===== src/rtl/dds_param_rx.sv =====
// dds_param_rx: 96 MHz-side receiver for the REQ/ACK parameter handshake plus the chirp frequency ramp.
// Define DDS_PHASE_ACC_EN to build the phase accumulator on PHASE; otherwise PHASE is tied to 0.
module dds_param_rx #(
  parameter int FREQ_W = 48,
  parameter int RATE_W = 32,
  parameter int SYNC_STAGES = 2
) (
  input  logic              CLK,
  input  logic              RESET,
  input  logic              REQ,
  output logic              ACK,
  input  logic [FREQ_W-1:0] DDS_freq,
  input  logic [FREQ_W-1:0] DDS_delta_freq,
  input  logic [RATE_W-1:0] DDS_delta_rate,
  input  logic              start,
  output logic              LOAD,
  output logic              RUN,
  output logic [FREQ_W-1:0] FREQ_CUR,
  output logic [FREQ_W-1:0] PHASE
);
  typedef enum logic {IDLE, HOLD} state_t;
  state_t state, state_nxt;
  logic [SYNC_STAGES-1:0] req_sync, start_sync;
  logic req_s, start_s, start_q, start_rise, capture, last;
  logic [FREQ_W-1:0] sh_freq, sh_step, run_step, base_freq, base_step;
  logic [RATE_W-1:0] sh_rate, run_rate, base_rate, rate_cnt;
  assign req_s = req_sync[SYNC_STAGES-1];
  assign start_s = start_sync[SYNC_STAGES-1];
  assign start_rise = start_s & ~start_q;
  // a capture landing on the same edge as the start edge feeds the ramp directly
  assign base_freq = capture ? DDS_freq : sh_freq;
  assign base_step = capture ? DDS_delta_freq : sh_step;
  assign base_rate = capture ? DDS_delta_rate : sh_rate;
  assign last = run_rate != '0 && rate_cnt == run_rate - 1'b1;
  always_comb begin
    capture = state == IDLE && req_s;
    state_nxt = capture ? HOLD : (state == HOLD && !req_s) ? IDLE : state;
  end
  always_ff @(posedge CLK or posedge RESET) begin
    if (RESET) begin
      req_sync <= '0;
      start_sync <= '0;
      start_q <= 1'b0;
      state <= IDLE;
      ACK <= 1'b0;
      LOAD <= 1'b0;
      sh_freq <= '0;
      sh_step <= '0;
      sh_rate <= '0;
    end else begin
      req_sync <= {req_sync[SYNC_STAGES-2:0], REQ};
      start_sync <= {start_sync[SYNC_STAGES-2:0], start};
      start_q <= start_s;
      state <= state_nxt;
      ACK <= state_nxt == HOLD;
      LOAD <= capture;
      if (capture) begin
        sh_freq <= DDS_freq;
        sh_step <= DDS_delta_freq;
        sh_rate <= DDS_delta_rate;
      end
    end
  end
  // the running ramp keeps its own step/rate so mid-run captures only touch the shadows
  always_ff @(posedge CLK or posedge RESET) begin
    if (RESET) begin
      RUN <= 1'b0;
      FREQ_CUR <= '0;
      run_step <= '0;
      run_rate <= '0;
      rate_cnt <= '0;
    end else if (start_rise) begin
      RUN <= 1'b1;
      FREQ_CUR <= base_freq;
      run_step <= base_step;
      run_rate <= base_rate;
      rate_cnt <= '0;
    end else if (!start_s) begin
      RUN <= 1'b0;
      FREQ_CUR <= '0;
      rate_cnt <= '0;
    end else if (RUN) begin
      rate_cnt <= (run_rate == '0 || last) ? '0 : rate_cnt + 1'b1;
      if (last) FREQ_CUR <= FREQ_CUR + run_step;
    end
  end
`ifdef DDS_PHASE_ACC_EN
  always_ff @(posedge CLK or posedge RESET) begin
    if (RESET) PHASE <= '0;
    else if (start_rise || !start_s) PHASE <= '0;
    else if (RUN) PHASE <= PHASE + FREQ_CUR;
  end
`else
  assign PHASE = '0;
`endif
endmodule


===== config.mk =====
export PLATFORM = sky130hd
export DESIGN_NAME = dds_param_rx
export DESIGN_NICKNAME = d
export VERILOG_FILES = /design/src/rtl/dds_param_rx.sv
export SDC_FILE = /design/constraint.sdc
export NUM_CORES = 1
export LEC_CHECK = 0
export CAP_MARGIN = 20
export CORE_UTILIZATION = 30
export CTS_CLUSTER_SIZE = 24
export DETAILED_ROUTE_END_ITERATION = 8
export PLACE_DENSITY = 0.52
export SLEW_MARGIN = 20
export SYNTH_ARGS = -nofsm -noshare
export SYNTH_HDL_FRONTEND = slang
export SYNTH_SLANG_ARGS = --single-unit

===== constraint.sdc =====
create_clock -name CLK -period 22.9 [get_ports CLK]
set_clock_uncertainty 0.1 [all_clocks]
set_input_delay 3.435 -clock CLK [delete_from_list [all_inputs] [get_ports CLK]]
set_output_delay 3.435 -clock CLK [all_outputs]
set_load 0.02 [all_outputs]

==> metrics, run 1 <==
Most used DFF post-synth=dfrtp_1; worst-path fanout max=4; share of cells above drive strength 1=0.123; Post-synth EDFFs=0; post-synthesis sequential area ratio=0.455; Slew Limit Fails=0; max cap viols=0; Starting Density=0.303; register bit count reported by yosys=296; input/output buffers=182; critical path arrival=1.66 ns; RSZ-0062 raised after global routing=false; number of antenna violations at the first check in global routing=0; Final period util=0.227; kind of start point of the critical path=flip-flop; Routed Antenna Nets=0; slew at the pin closest to its max-slew limit=1.14 ns; CTS tree=done; Critical Path RT=19.37 ns; Cell Area, Synth=0.0163 mm2; Synth area leaders=dfrtp_1 (45%), mux2_2 (9.1%), nand2_1 (7.8%); hpwl dp=31200 um; Skew-Pair Late Insertion Delay=0.54 ns; area of placed instances=0.0187 mm2; R2R depth=12; wire per inst=17.3 um; DRC Markers=0; R2R Path End=rate_cnt[29]$_DFFE_PP0P_; ys async rst share=1.00; P&R area growth vs syn=21.6%; crit path launch=RUN$_DFFE_PP0P_; final design utilization=0.369; design area=0.0198 mm2; status=completed; clk slew on worst S/H paths=0.06 ns; Clock Sinks=296; Die ar.=0.0552 mm2; top cell type's share of synthesized area=0.455; CTS Buf Count=34; Hold Violations, Final=0; pin count of the biggest net entering global routing=165; Final min period=5.20 ns; Vias per Instance=4.96; first-pass GRT wire length=71600 um; Clock Tree Buf Depth=3; Post-CTS Hold Buffers=0; IO Pins=231; Crit-path slowest cell=clkdlybuf4s50_1; Synth cell types=78; ANT cells=0; Layout Nets=2020; PwrDens=102 mW/mm2; total power=2.01 mW; Worst Setup EP=RUN; FILL cells=5380; GRT Total Usage=0.161; cell taking the most area after synthesis=dfrtp_1; commonest non-fill, non-tap cell in the layout=nand2_1; Crit path largest cell delay=0.71 ns; Hold WC Path Type=reg -> reg; reg2reg start=run_rate[0]$_DFFE_PP0P_; Routed WL=44300 um; initial DRC count=719; Worst path top cell family by delay=buffers and inverters; Avg Inst Size Synth=9.68 um2; final setup vio count=0; core area=0.0537 mm2; Setup CP Type=reg -> out; CP bufs+invs=1; CTS resizes=0; most frequent cells in the layout=nand2_1 (336), dfrtp_1 (295), clkdlybuf4s50_1 (182), mux2_2 (132), nor2_1 (75); Reg2Reg Setup Slack=18.14 ns; routed vias=12.7k; Max Freq=0.192 GHz; Critical Path Stages=1; std cell rows=85; worst-path cell chain=clkdlybuf4s50_1; Die Span X=235 um; Ys Warns=0; Root Buffer=clkbuf_16; gpl congestion=0.857; DR pass1 iterations=5; post-CTS setup buffer count=0; die height=235 um; GRT overflow=0; static leakage=8.66 nW; H-tree depth=2; cell count after synthesis=1682; Peak VDD IR=0.0436 mV; max_slew headroom=0.239; crit path capture type=output pin; Total Neg Setup Slack=0 ns; vias in the first global route=13.0k
synthesized netlist by cell type (all sizes together) (7+ instances only):
master	number
a31oi	13
inv	37
xnor2	45
and2	10
a21boi	7
o21ai	67
nand4	20
a21o	39
o21bai	8
mux2i	32
nor2	76
dfrtp	296
buf	54
nand2	337
mux2	132
nor3	24
or3	16
nand3	45
nor4b	7
xor2	31
nor4	13
ha	51
a22o	13
a211oi	34
o211ai	9
and3	18
nor2b	10
a21oi	73
clkbuf	74
cell type report:
| class | instances | area, um2 | area share |
|---|---|---|---|
| clock inverter | 17 | 174 | 0.00878 |
| sequential | 296 | 7410 | 0.374 |
| tap | 696 | 871 | 0.0440 |
| clock buffer | 44 | 970 | 0.0490 |
| timing repair buffer | 199 | 1970 | 0.0997 |
| multi-input combinational | 1267 | 8260 | 0.417 |
| inverter | 38 | 150 | 0.00758 |
sequential cells by signal, indices dropped and copies added, names as in the netlist:
register    flops
start_sync      2
state           1
req_sync        2
run_step       48
rate_cnt       32
LOAD            1
run_rate       32
sh_freq        48
sh_rate        32
FREQ_CUR       48
start_q         1
sh_step        48
RUN             1
power by group:
group	switching [mW]	total [mW]	internal [mW]	leakage, nW
clock	0.228	0.562	0.334	0.573
sequential	0.0893	0.768	0.678	3.65
combinational	0.370	0.684	0.314	4.44
total	0.688	2.01	1.33	8.66
how the worst min path moves through the flow:
stage	from	to	depth (start not counted)	slack, ns
CTS	req_sync[0]$_DFF_PP0_	req_sync[1]$_DFF_PP0_	0	0.26
global route	req_sync[0]$_DFF_PP0_	req_sync[1]$_DFF_PP0_	0	0.26
floorplan	req_sync[0]$_DFF_PP0_	req_sync[1]$_DFF_PP0_	0	0.23
finish	req_sync[0]$_DFF_PP0_	req_sync[1]$_DFF_PP0_	0	0.26
global placement	req_sync[0]$_DFF_PP0_	req_sync[1]$_DFF_PP0_	0	0.24
detailed placement	start_sync[0]$_DFF_PP0_	start_sync[1]$_DFF_PP0_	0	0.25
metal layers:
metal	global-route usage	vias to the layer above	share of wire	wire (um)
li1	-	6144	-	-
met1	0.213	6215	0.47	20600
met2	0.271	255	0.47	20900
met3	0.0263	65	0.038	1670
met4	0.0478	0	0.025	1090
met5	0	-	0	0
cells by family (layout without fill, tap and decap cells):
group                      count (synthesis)  after routing  share of synthesized area
xor gates and xnor gates                  76             76                     0.0409
AOI/OAI and AO/OA                        319            319                      0.130
muxes                                    164            164                      0.111
adders and majority gates                 52             52                     0.0404
buffers and inverters                    166            298                     0.0522
and+or+nand+nor                          608            608                      0.170
DFF                                      296            296                      0.455
other                                      1             48                   0.000230
per-stage QoR:
| stage | instances | setup slack [ns] | hold WS [ns] |
|---|---|---|---|
| 6_report | 2557 | 17.70 | 0.260 |
| 3_3_place_gp | 2495 | 17.19 | 0.238 |
| 5_1_grt | 2557 | 17.48 | 0.261 |
| 3_5_place_dp | 2496 | 17.16 | 0.246 |
| 2_1_floorplan | 1729 | 11.19 | 0.231 |
| 4_1_cts | 2557 | 17.66 | 0.261 |
(Power assumes the default switching activity.)
==> run 2, diff against run 1 <==
clock period = 5.3 ns   (was 22.9 ns; I/O delays follow)
==> run 2 against run 1 <==
Combinational power grew to 4.4 times the previous value; flip-flop and latch count is the same; core utilization rose by 0.26 points; highest routed layer unchanged; die area is the same; critical path depth up 9; power grew to 4.4 times the previous value; largest cell class unchanged.
==> metrics, run 2 (synthesized netlist as in run 1, its figures left out) <==
post-CTS setup buffer count=0 (unchanged); H-tree depth=2 (unchanged); DR pass1 iterations=5 (unchanged); Post-CTS Hold Buffers=0 (unchanged); Hold WC Path Type=reg -> reg; Hold Violations, Final=0 (unchanged); Clock Tree Buf Depth=3 (unchanged); worst-path fanout max=39 (+35); pin count of the biggest net entering global routing=151 (-8.5%); status=completed; Starting Density=0.303 (unchanged); Reg2Reg Setup Slack=0.67 ns (-17.47 ns); launch point of the worst hold path=req_sync[0]$_DFF_PP0_; std cell rows=85 (unchanged); CTS Buf Count=36 (+5.9%); input/output buffers=182 (unchanged); GRT Total Usage=0.163 (+0.00208); Setup CP Type=reg -> reg; P&R area growth vs syn=22.4%; final setup vio count=0 (unchanged); Comb pwr share=0.337 (-0.003); Hold EP=req_sync[1]$_DFF_PP0_; Critical Path RT=5.62 ns (-13.75 ns); static leakage=8.71 nW (+0.53%); core area=0.0537 mm2 (unchanged); RSZ-0062 raised after global routing=false; kind of start point of the critical path=flip-flop; hpwl dp=31800 um (+1.8%); IO Pins=231 (unchanged); critical path arrival=4.95 ns (+3.29 ns); Root Buffer=clkbuf_16; total power=8.94 mW (+340%); Vias per Instance=4.97 (+0.21%); Peak VDD IR=0.234 mV (+440%); area of placed instances=0.0187 mm2 (+0.19%); hold path cells=0 (unchanged); commonest non-fill, non-tap cell in the layout=nand2_1; CTS tree=done; PwrDens=448 mW/mm2 (+340%); max cap viols=0 (unchanged); Pint=5.90 mW (+340%); share of cells above drive strength 1=0.124 (+0.00115); dpl ws=0.676 ns (-16.49 ns); crit path capture type=flip-flop; clk slew on worst S/H paths=0.06 ns (about the same); Skew-Pair Late Insertion Delay=0.56 ns (+0.02 ns); DRC Markers=0 (unchanged); Clock Power Share=0.293 (+0.014); gpl congestion=0.838 (-2.3%); R2R depth=10 (-2); Final min period=4.63 ns; max_slew headroom=0.406 (+0.166); Net Sw Frac=0.341 (-0.000887); final worst setup slack=0.670 ns (-17.03 ns); design area=0.0199 mm2 (+0.71%); final design utilization=0.371 (+0.00261); reg2reg start=run_rate[4]$_DFFE_PP0P_; ANT cells=0 (unchanged); R2R Path End=rate_cnt[29]$_DFFE_PP0P_; die height=235 um (unchanged); Die ar.=0.0552 mm2 (unchanged); first-pass GRT wire length=72200 um (+0.88%); number of antenna violations at the first check in global routing=0 (unchanged); Total Neg Setup Slack=0 ns (unchanged); Routed WL=44900 um (+1.3%); wire per inst=17.5 um (+1.1%); Slew Limit Fails=0 (unchanged); Max Freq=0.216 GHz; most frequent cells in the layout=nand2_1 (336), dfrtp_1 (295), clkdlybuf4s50_1 (182), mux2_2 (132), nor2_1 (75); Layout Nets=2025 (+0.25%); vias in the first global route=12.9k (-1.1%); NetSw=3.05 mW (+340%); routed vias=12.7k (+0.49%); CTS resizes=0 (unchanged); initial DRC count=722 (+0.42%); Routed Antenna Nets=0 (unchanged); Final period util=0.874; slew at the pin closest to its max-slew limit=0.891 ns (-0.247 ns); FILL cells=5367 (-0.24%); register share of total power=0.370 (-0.011); GRT overflow=0 (unchanged); Clock Sinks=296 (unchanged); Die Span X=235 um (unchanged)
run 2: cell count changes in the layout (fill, tap and decap cells not counted), moves of 2 or more:
cell / change
buf_4: +2
clkinvlp_4: +4
clkinv_2: -6
clkbuf_1: +4
bufinv_16: +2
clkbuf_16: +2
run 2: critical path: stages, from the launching register on:
cell and delay (ns):
dfrtp_1 0.41, or4_1 0.70, or4b_1 0.70, or3_1 0.42, a211oi_2 0.30, nor2_1 0.11, nor4_1 0.66, a21oi_4 0.29
buf_4 0.35, a21o_1 0.21, a22o_1 0.22
run 2: power by group through the flow:
stage | sequential [mW] | clock (mW) | combinational (mW)
4_1_cts | 3.31 | 2.71 | 3.04
3_5_place_dp | 3.35 | 0 | 3.01
5_1_grt | 3.39 | 2.79 | 3.35
6_report | 3.31 | 2.62 | 3.01
2_1_floorplan | 3.28 | 0 | 2.18
3_3_place_gp | 3.32 | 0 | 2.99
run 2: worst max path at each step:
stage | slack (ns) | end | cells past startpoint | start
floorplan | 0.47 | FREQ_CUR[0]$_DFFE_PP0P_ | 1 | RESET
global placement | 0.68 | FREQ_CUR[42]$_DFFE_PP0P_ | 9 | run_rate[4]$_DFFE_PP0P_
detailed placement | 0.68 | FREQ_CUR[42]$_DFFE_PP0P_ | 9 | run_rate[4]$_DFFE_PP0P_
CTS | 0.63 | FREQ_CUR[42]$_DFFE_PP0P_ | 9 | run_rate[4]$_DFFE_PP0P_
global route | 0.39 | FREQ_CUR[42]$_DFFE_PP0P_ | 9 | run_rate[4]$_DFFE_PP0P_
finish | 0.67 | rate_cnt[29]$_DFFE_PP0P_ | 10 | run_rate[4]$_DFFE_PP0P_
run 2: through the flow:
stage / hold WS [ns] / std cells
after floorplan: 0.231 / 1729
after global placement: 0.238 / 2499
after detailed placement: 0.235 / 2499
after CTS: 0.233 / 2564
after global routing: 0.241 / 2564
final: 0.240 / 2564
run 2: area by class of cell:
class | count | area, um2 | area share
Clock inverter | 16 | 226 | 0.0114
Tap cell | 696 | 871 | 0.0437
Multi-Input combinational cell | 1267 | 8260 | 0.414
Timing Repair Buffer | 202 | 2010 | 0.101
Clock buffer | 49 | 1020 | 0.0512
Inverter | 38 | 146 | 0.00734
Sequential cell | 296 | 7410 | 0.371
run 2: metal layers:
layer	GRT usage	vias up	share of wire
met5	0	-	0
met4	0.0546	0	0.023
met3	0.0303	59	0.045
met2	0.267	240	0.47
met1	0.217	6275	0.46
li1	-	6167	-
==> run 3, diff against run 2 <==
CTS_CLUSTER_DIAMETER = 100   (was not set)
==> run 3 against run 2 <==
Setup slack gained 0.0083 ns; hold slack gained 0.018 ns; global-route usage shrank 0.38 points; register-to-register slack is essentially flat; non-clock buffer count is the same; core utilization shrank 1.3 points; die area is the same; maximum frequency grew 0.18%; critical path depth shrank 1; highest routed layer unchanged.
==> metrics, run 3 (synthesized netlist as in run 1, its figures left out) <==
static leakage=8.37 nW (-3.9%); Clock Sinks=296 (unchanged); Root Buffer=clkbuf_16; DR pass1 iterations=5 (unchanged); RSZ-0062 raised after global routing=false; ANT cells=0 (unchanged); number of antenna violations at the first check in global routing=0 (unchanged); Slew Limit Fails=0 (unchanged); total power=7.84 mW (-12%); Clock Tree Buf Depth=3 (unchanged); Hold Violations, Final=0 (unchanged); design area=0.0193 mm2 (-3.5%); multi-input logic area=0.00826 mm2 (unchanged); vias in the first global route=12.7k (-1.8%); Die ar.=0.0552 mm2 (unchanged); crit path capture type=flip-flop; commonest non-fill, non-tap cell in the layout=nand2_1; Layout Nets=2007 (-0.89%); DRC Markers=0 (unchanged); wire per inst=17.5 um (about the same); Post-CTS Hold Buffers=0 (unchanged); GRT overflow=0 (unchanged); first-pass GRT wire length=71200 um (-1.4%); max cap viols=0 (unchanged); pin count of the biggest net entering global routing=151 (unchanged); initial DRC count=664 (-8.0%); critical path arrival=4.96 ns (about the same); input/output buffers=182 (unchanged); clk slew on worst S/H paths=0.10 ns (+0.04 ns); Vias per Instance=4.99 (+0.46%); GRT Total Usage=0.159 (-0.00385); Critical Path RT=5.64 ns (+0.02 ns); max_slew headroom=0.397 (-0.00852); slew at the pin closest to its max-slew limit=0.904 ns (+0.0128 ns); share of cells above drive strength 1=0.108 (-0.0154); CTS tree=done; final worst setup slack=0.679 ns (+0.00826 ns); std cell rows=85 (unchanged); Post-Layout Cell Count=2525 (-1.5%); H-tree depth=1 (-1); routed vias=12.6k (-1.1%); most frequent cells in the layout=nand2_1 (336), dfrtp_1 (295), clkdlybuf4s50_1 (182), mux2_2 (132), nor2_1 (75); FILL cells=5430 (+1.2%); P&R area growth vs syn=18.2%; Die Span X=235 um (unchanged); Final period util=0.872 (-0.00156); die height=235 um (unchanged); dpl ws=0.676 ns (unchanged); sequential cell area=0.00741 mm2 (unchanged); Peak VDD IR=0.191 mV (-18%); kind of start point of the critical path=flip-flop; Setup CP Type=reg -> reg; PwrDens=407 mW/mm2 (-9.2%); hpwl dp=31800 um (unchanged); Post-Place Cells=2499 (unchanged); Final min period=4.62 ns (-0.00826 ns); status=completed; IO Pins=231 (unchanged); area of placed instances=0.0187 mm2 (unchanged); worst-path fanout max=20 (-49%); Skew-Pair Late Insertion Delay=0.55 ns (about the same); CTS resizes=0 (unchanged); Routed Antenna Nets=0 (unchanged); Hold WC Path Type=reg -> reg; CTS Buf Count=18 (-50%); Max Freq=0.216 GHz (+0.18%); Routed WL=44300 um (-1.5%); Starting Density=0.303 (unchanged); Total Neg Setup Slack=0 ns (unchanged); core area=0.0537 mm2 (unchanged); post-CTS setup buffer count=0 (unchanged); final setup vio count=0 (unchanged); gpl congestion=0.838 (unchanged)
[run 3: report_power, final]
group          internal (mW)  switching, mW  total (mW)
combinational           1.36           1.65        3.01
sequential              2.92          0.373        3.30
clock                  0.678          0.854        1.53
total                   4.96           2.87        7.84
[run 3: layout make-up]
cell class                 count  area share
inverter                      38     0.00760
clock inverter                 6     0.00390
timing repair buffer         202       0.104
sequential                   296       0.385
tap                          696      0.0452
multi-input combinational   1267       0.429
clock buffer                  20      0.0249
[run 3: worst paths after layout]
path	start	endpoint	slack, ns	depth (start not counted)
worst min-delay path	start_sync[0]$_DFF_PP0_	start_sync[1]$_DFF_PP0_	0.26	0
worst min register to register	start_sync[0]$_DFF_PP0_	start_sync[1]$_DFF_PP0_	0.26	0
max in group asynchronous	RESET	start_q$_DFF_PP0_	3.63	3
min in group asynchronous	RESET	sh_freq[38]$_DFF_PP0_	0.70	3
worst max register to register	run_rate[4]$_DFFE_PP0P_	FREQ_CUR[42]$_DFFE_PP0P_	0.68	9
worst max-delay path	run_rate[4]$_DFFE_PP0P_	FREQ_CUR[42]$_DFFE_PP0P_	0.68	9
[run 3: worst max-delay path: stages, from the launching register on]
cell and delay (ns):
dfrtp_1 0.42, or4_1 0.70, or4b_1 0.69, nor4_1 0.30, o21ai_0 0.13, o31a_1 0.14, a2111oi_2 0.71, nand2_1 0.68
a311oi_1 0.42, nor3b_1 0.22
[run 3: metal layers]
layer | wire [um] | share of wire | global-route usage | up-vias
met5 | 0 | 0 | 0 | -
met4 | 836 | 0.019 | 0.0405 | 0
met3 | 1820 | 0.041 | 0.0254 | 44
met2 | 20900 | 0.47 | 0.264 | 211
met1 | 20800 | 0.47 | 0.216 | 6245
li1 | - | - | - | 6105
[run 3: stage by stage]
stage | utilization | hold WS (ns)
5_1_grt | 0.358 | 0.265
4_1_cts | 0.358 | 0.258
6_report | 0.358 | 0.258
3_3_place_gp | 0.348 | 0.238
2_1_floorplan | - | 0.231
3_5_place_dp | 0.348 | 0.235
